## config.mk

```make
export PLATFORM = sky130hd
export DESIGN_NAME = game_status_regs
export DESIGN_NICKNAME = d
export VERILOG_FILES = /design/src/rtl/game_status_regs.sv
export SDC_FILE = /design/constraint.sdc
export NUM_CORES = 1
export LEC_CHECK = 0
export ABC_CLOCK_PERIOD_IN_PS = 2110
export BUFFER_PORTS_ARGS = -buffer_cell sky130_fd_sc_hd__buf_2
export CAP_MARGIN = 30
export CORE_UTILIZATION = 53
export CTS_CLUSTER_DIAMETER = 60
export DETAILED_ROUTE_END_ITERATION = 10
export GPL_TIMING_DRIVEN = 0
export PLACE_DENSITY = 0.9
export SYNTH_ARGS = -nofsm -noshare
export SYNTH_HDL_FRONTEND = slang
export SYNTH_SLANG_ARGS = --single-unit
export TNS_END_PERCENT = 50
```

## constraint.sdc

```tcl
create_clock -name Clk -period 2.11 [get_ports Clk]
set_clock_uncertainty 0.2 [all_clocks]
set_input_delay 0.1055 -clock Clk [delete_from_list [all_inputs] [get_ports Clk]]
set_output_delay 0.1055 -clock Clk [all_outputs]
set_load 0.02 [all_outputs]
```

## src/rtl/game_status_regs.sv

```systemverilog
// Game status register bank: score, fruit mask and lives-lost count with
// BCD score conversion for the HUD, respawn freeze timer and sticky outcome.
// Ports:
//   Clk, Reset (sync, active-high), restart (level, clears all game state)
//   Load_S/F/L with score_to_reg/fruits_to_reg/lives_to_reg  : register writes
//   lifeDown, frame_tick : freeze timer control
//   win, lose            : outcome events
//   score/fruits/lives_from_reg, lives_left, bcd_digits, bcd_valid,
//   freeze, game_over_latched, game_won_latched
module game_status_regs #(
  parameter int FREEZE_FRAMES = 60,
  parameter int MAX_LIVES     = 3
) (
  input  logic        Clk,
  input  logic        Reset,
  input  logic        Load_S,
  input  logic        Load_F,
  input  logic        Load_L,
  input  logic [9:0]  score_to_reg,
  input  logic [3:0]  fruits_to_reg,
  input  logic [7:0]  lives_to_reg,
  input  logic        restart,
  input  logic        lifeDown,
  input  logic        win,
  input  logic        lose,
  input  logic        frame_tick,
  output logic [9:0]  score_from_reg,
  output logic [3:0]  fruits_from_reg,
  output logic [1:0]  lives_from_reg,
  output logic [1:0]  lives_left,
  output logic [15:0] bcd_digits,
  output logic        bcd_valid,
  output logic        freeze,
  output logic        game_over_latched,
  output logic        game_won_latched
);

  localparam logic [7:0] MAX8 = 8'(MAX_LIVES);
  localparam logic [1:0] MAX2 = 2'(MAX_LIVES);
  localparam logic [7:0] FRZ  = 8'(FREEZE_FRAMES);

  typedef enum logic {IDLE, SHIFT} bcd_state_t;

  logic        clr;
  bcd_state_t  st, st_n;
  logic [25:0] sh, sh_n, sh_step;
  logic [3:0]  it, it_n;
  logic [15:0] bcd_n;
  logic        valid_n;
  logic [7:0]  frz;
  logic        set_over, set_won;

  assign clr = Reset | restart;

  // One double-dabble iteration: adjust BCD nibbles, then shift.
  function automatic logic [25:0] dd(input logic [25:0] v);
    logic [25:0] t;
    t = v;
    for (int k = 0; k < 4; k++) begin
      if (t[10+4*k +: 4] >= 4'd5)
        t[10+4*k +: 4] = t[10+4*k +: 4] + 4'd3;
    end
    return t << 1;
  endfunction

  assign sh_step = dd(sh);

  always_comb begin
    st_n    = st;
    sh_n    = sh;
    it_n    = it;
    bcd_n   = bcd_digits;
    valid_n = bcd_valid;
    if (clr) begin
      st_n    = IDLE;
      sh_n    = '0;
      it_n    = '0;
      bcd_n   = '0;
      valid_n = 1'b1;
    end else if (Load_S) begin
      // A new score always restarts; the old digits stay on screen.
      st_n    = SHIFT;
      sh_n    = {16'h0000, score_to_reg};
      it_n    = '0;
      valid_n = 1'b0;
    end else begin
      unique case (st)
        IDLE: begin
          valid_n = 1'b1;
        end
        SHIFT: begin
          sh_n = sh_step;
          it_n = it + 4'd1;
          if (it == 4'd9) begin
            st_n    = IDLE;
            bcd_n   = sh_step[25:10];
            valid_n = 1'b1;
          end
        end
        default: st_n = IDLE;
      endcase
    end
  end

  always_ff @(posedge Clk) begin
    st         <= st_n;
    sh         <= sh_n;
    it         <= it_n;
    bcd_digits <= bcd_n;
    bcd_valid  <= valid_n;
  end

  always_ff @(posedge Clk) begin
    if (clr) begin
      score_from_reg  <= '0;
      fruits_from_reg <= '0;
      lives_from_reg  <= '0;
    end else begin
      if (Load_S) score_from_reg <= score_to_reg;
      if (Load_F) fruits_from_reg <= fruits_to_reg;
      if (Load_L)
        lives_from_reg <= (lives_to_reg > MAX8) ? MAX2 : lives_to_reg[1:0];
    end
  end

  assign lives_left = MAX2 - lives_from_reg;

  // Lose beats a simultaneous win; whichever flag sets first locks out the other.
  assign set_over = lose & ~game_over_latched & ~game_won_latched;
  assign set_won  = win & ~lose & ~game_over_latched & ~game_won_latched;

  always_ff @(posedge Clk) begin
    if (clr) begin
      game_over_latched <= 1'b0;
      game_won_latched  <= 1'b0;
      frz               <= '0;
    end else begin
      if (set_over) game_over_latched <= 1'b1;
      if (set_won) game_won_latched <= 1'b1;
      if (set_over) frz <= '0;
      else if (lifeDown) frz <= FRZ;
      else if (frame_tick && frz != 8'd0) frz <= frz - 8'd1;
    end
  end

  assign freeze = (frz != 8'd0);

endmodule

```

# After elaboration in Yosys (flattened, before gate mapping)
# Cells that the tools add are included.
[totals]
ff_bits = 74
latchBits = 0
mem_bits_rw = 0
romBits = 0
input_bits = 32
output_inout_bits = 38
word_cells = 61
mem_count = 0
[op_classes]
n_addsub = 7
n_mul = 0
div_mod_pow = 0
magnitude_cmp = 5
eq_ne = 2
shifts = 0
n_mux = 15
bitwise_logic = 11
n_reduce_logical = 8
[ops]
columns = ["operator", "count"]
rows = [
  ["10-bit 2-to-1 mux", 2],
  ["4-bit by 3-bit >= comparator with 1-bit output (second input constant)", 4],
  ["4-bit by 2-bit adder with 4-bit output (second input constant)", 3],
  ["4-bit 2-to-1 mux", 3],
  ["6-bit 2-to-1 mux", 2],
  ["8-bit by 2-bit > comparator with 1-bit output (second input constant)", 1],
  ["8-bit nonzero test", 1],
  ["8-bit by 1-bit subtractor with 8-bit output (second input constant)", 1],
  ["1-bit bitwise AND", 5],
  ["1-bit 2-to-1 mux", 5],
  ["1-bit NOT", 5],
  ["4-bit by 1-bit adder with 4-bit output (second input constant)", 1],
  ["4-bit == test (second input constant)", 1],
  ["2-bit nonzero test", 2],
  ["2-bit OR reduction", 2],
  ["3-bit by 2-bit adder with 3-bit output (second input constant)", 1],
  ["3-bit 2-to-1 mux", 1],
  ["3-bit by 2-bit != test with 1-bit output (second input constant)", 1],
  ["3-bit AND reduction", 1],
  ["3-bit OR reduction", 1],
  ["2-bit 2-to-1 mux", 1],
  ["1-bit one-hot mux with 2 select lines", 1],
  ["2-bit subtractor (first input constant)", 1],
  ["1-bit logical AND", 1],
  ["1-bit OR", 1],
]

# Depth between registers and ports, before layout
[logic_depth]
depth_word = 4
mapped_depth = 7
ltp_nobuf = 6

# Least setup slack after synthesis
# Ideal clock, no wire load.
[synth_timing]
kind = "register to register"
from = "register frz[0]"
to = "register frz[4]"
setup_ns = 0.058
arrival_time_ns = 1.442
t_required_ns = 1.852
slack_ns = 0.410
path_stages_with_launch = 7
path_buffers = 0
path_cell_list = "dfxtp_1 inv_1 ha_1 nor4b_4 or4_1 o21ai_0 o21a_1"
[synth_between]
elab_chain_cells = 3
word_cells_on_any_way = 6
[synth_lines]
columns = ["item", "line_no", "rtl"]
rows = [
  ["start, declared", "50", "logic [7:0] frz;"],
  ["start signal, assigned", "142", "else if (frame_tick && frz != 8'd0) frz <= frz - 8'd1;"],
  ["8-bit by 1-bit subtractor with 8-bit output / 8-bit nonzero test (equally long branches)", "142", ""],
  ["6-bit 2-to-1 mux / 1-bit logical AND (equally long branches)", "142", ""],
  ["6-bit 2-to-1 mux / 2-bit nonzero test (equally long branches)", "--", ""],
]
# Several ways; a longest one is shown, not always the timed one. The select of a mux whose other input is x is not followed.
# A chain may end at the register's enable or synchronous reset.

# Final worst setup path
[layout_timing]
from = "register it[0]"
to = "register bcd_digits[13]"
[layout_between]
elab_chain_cells = 2
[layout_lines]
columns = ["item", "line_no", "rtl"]
rows = [
  ["start, declared", "47", "logic [3:0] it, it_n;"],
  ["start signal, assigned", "108", "it <= it_n;"],
  ["4-bit == test", "94", "if (it == 4'd9) begin"],
  ["3-bit AND reduction (no line)", "--", ""],
  ["end signal, assigned", "109", "bcd_digits <= bcd_n;"],
  ["end, declared", "31", "output logic [15:0] bcd_digits,"],
]
# No other way between the ends.

==> reports/metrics.csv <==
stage;metric;value;unit
run_status;status;finished clean;
place;portBuffers;67;
layout;drive_gt1_share;21.3;%
synthesis;synth.area.top_cells;dfxtp_1 (45%), mux2i_1 (7.7%), nor2_1 (7.1%);
hold_path;holdPathEnd;sh[23];
sta;max_freq;510;MHz
clocking;cts_resized;0;
floorplanning;start_util;55.1;%
worst_setup_path;rr_endpoint;bcd_digits[13];
power_and_ir_drop;ir_drop;0.556;mV
clocking;cts-root-buf;clkbuf_8;
clocking;clkSinkCount;74;
clocking;clk-insertion-delay-late;0.36;ns
routing;drtIter0Drc;172;
floorplanning;core-area;5920;um^2
synthesis;synth_top_area_share;45.4;%
sta;worst-slew-pin-transition;0.553;ns
hold_path;hold_depth;4;
synthesis;postSynthAreaPerCell;8.89;um^2
synthesis;ys_ff_latch;74;
layout;nFillCells;422;
hold_path;hold_class;primary input to flop;
synthesis;synth_area_leader_cell;dfxtp_1;
routing;vias;3100;
power_and_ir_drop;power;0.00312;W
global_routing;grt_pass1_wl;13700;um
floorplanning;fp-row-count;28;
synthesis;synth.yosys.warnings;0;
global_routing;grt_pass1_vias;3065;
synthesis;yosysSeqAreaShare;45.4;%
floorplanning;die_x;80.5;um
hold_path;min_from;Reset;
flow_run;max_cap_viol_count;0;
routing;drc;0;
clocking;clk_pin_slew;0.08;ns
clocking;cts_buffers;9;
clocking;cts.path.max_buffers;2;
worst_setup_path;cp-end-kind;flop;
routing;first_pass_iters;5;
layout;n_antenna_cell;0;
worst_setup_path;start_kind;flop;
sta;min_period;1.96;ns
clocking;hold_buffers;28;
clocking;cts-htree-levels;3;
floorplanning;io_pins;70;
floorplanning;die_area;6480;um^2
synthesis;yosysUniqueCellTypes;39;
worst_setup_path;rrSetupSlack;0.15;ns
synthesis;syn-num-nets;411;
place;place_area;3690;um^2
synthesis;ys.flop_type;dfxtp_1;
worst_setup_path;r2r_cells;5;
sta;relSlewSlack;63.0;%
power_and_ir_drop;power_leakage;1.77;nW
routing;ant_nets;0;
clocking;post_cts.repair.setup_buffers;0;
routing;wl;8640;um
global_routing;grt_antenna_before_repair;0;
layout;stdcell_area;4230;um^2
global_routing;gr-total-overflow;0;
routing;wl_per_cell;15.6;um
sta;period_share;93.0;%
global_routing;grtUsageTotal;28.3;%
sta;fin_setup_tns;0;ns
sta;slew_violations;0;
synthesis;syn_inst;367;
worst_setup_path;crit_arrival;1.97;ns
global_routing;grt_max_degree;14;
sta;hold_viol;0;
floorplanning;die_h;80.5;um
worst_setup_path;crit_type;flop to flop;
layout;fin_util;71.4;%
sta;rsz0062_at_grt;false;
worst_setup_path;cp_max_fo;10;
clocking;cts_tree;built;
synthesis;netlist_area;3260;um^2
synthesis;synth_edf_count;0;
routing;avgViaCountPerCell;5.61;
place;gp_congestion;0.901;
power_and_ir_drop;power.density;738;nW/um^2
worst_setup_path;required;2.12;ns
layout;layout.nets;517;
sta;setup_viol;0;
place;post-dp-hpwl;5250;um
layout;largest_reg_flops;26;
synthesis;async_flop_share;0;%
worst_setup_path;crit-reg2reg-launch;it[0];
layout;area_growth;29.4;%
-- metal layers --
metal	vias to the layer above	global-route usage [%]	routed length (um)
li1	1479	-	-
met1	1478	29.9	3420
met2	126	52.6	4470
met3	17	6.82	539
met4	0	12.0	205
met5	-	0	0
-- cells in the mapped netlist, types with 2 or more instances --
cell type / n
dfxtp_1: 74
nor2_1: 62
a21oi_1: 34
nand2_1: 28
mux2i_1: 25
o21ai_0: 25
inv_1: 15
ha_1: 12
o22ai_1: 8
xnor2_1: 7
clkbuf_1: 6
nand2b_1: 6
a311oi_1: 5
buf_2: 5
mux2_2: 5
nand3_1: 5
nor3b_1: 5
or3_1: 5
a211oi_1: 4
buf_1: 4
nand3b_1: 4
a21boi_0: 2
buf_6: 2
nor3_1: 2
o21a_1: 2
xor2_1: 2
-- cell type report --
| cell class | instances | area [um^2] | share of cell area [%] |
|---|---|---|---|
| tap | 75 | 93.8 | 2.22 |
| multi-input combinational | 261 | 1640 | 38.9 |
| buffer | 17 | 85.1 | 2.01 |
| clock inverter | 6 | 114 | 2.69 |
| inverter | 15 | 56.3 | 1.33 |
| timing repair buffer | 95 | 616 | 14.6 |
| clock buffer | 10 | 138 | 3.26 |
| sequential | 74 | 1480 | 35.1 |
-- logic make-up (layout without fill, tap and decap cells) --
family | after synthesis | after routing | synth area share, %
and+or+nand+nor | 129 | 129 | 19.9
adders and majority gates | 12 | 12 | 4.60
AOI/OAI and AO/OA | 81 | 81 | 14.0
buffers and inverters | 32 | 143 | 4.33
muxes | 30 | 30 | 9.39
xor gates and xnor gates | 9 | 9 | 2.41
DFF | 74 | 74 | 45.4
-- worst max path at each step --
stage / endpoint / slack (ns) / startpoint
2_1_floorplan: frz[4] / 0.41 / frz[0]
3_3_place_gp: bcd_digits[0] / 0.20 / it[0]
3_5_place_dp: bcd_digits[7] / 0.14 / it[0]
4_1_cts: bcd_digits[7] / 0.13 / it[0]
5_1_grt: bcd_digits[7] / 0.02 / it[0]
6_report: bcd_digits[13] / 0.15 / it[0]
-- critical path, cell delays in order (launching register included) --
cell and delay (ns):
dfxtp_1 0.40, ha_1 0.21, nand3b_4 0.11, nor3b_4 0.31
clkbuf_1 0.46, o22ai_1 0.14
-- layout by cell type (no fill, tap or decap), types with 12 or more instances in the layout --
master / n
a21oi_1: 34
buf_2: 72
dfxtp_1: 74
dlygate4sd3_1: 28
ha_1: 12
inv_1: 15
mux2i_1: 25
nand2_1: 28
nor2_1: 62
o21ai_0: 25
-- stage by stage --
stage | worst slack [ns] | instances | hold slack (ns)
after CTS | 0.130 | 553 | 0.00234
after detailed placement | 0.141 | 509 | 0.126
after global placement | 0.202 | 509 | 0.120
after floorplan | 0.410 | 367 | -0.00438
final | 0.148 | 553 | 0.0219
after global routing | 0.0220 | 553 | 0.0456
-- power by group --
part | leakage, nW | internal, W | switching [W] | total [W]
Sequential | 0.600 | 0.00142 | 0.0000205 | 0.00144
Clock | 0.119 | 0.000820 | 0.000567 | 0.00139
Combinational | 1.05 | 0.000132 | 0.000157 | 0.000289
Total | 1.77 | 0.00237 | 0.000744 | 0.00312
(Power assumes the default switching activity.)
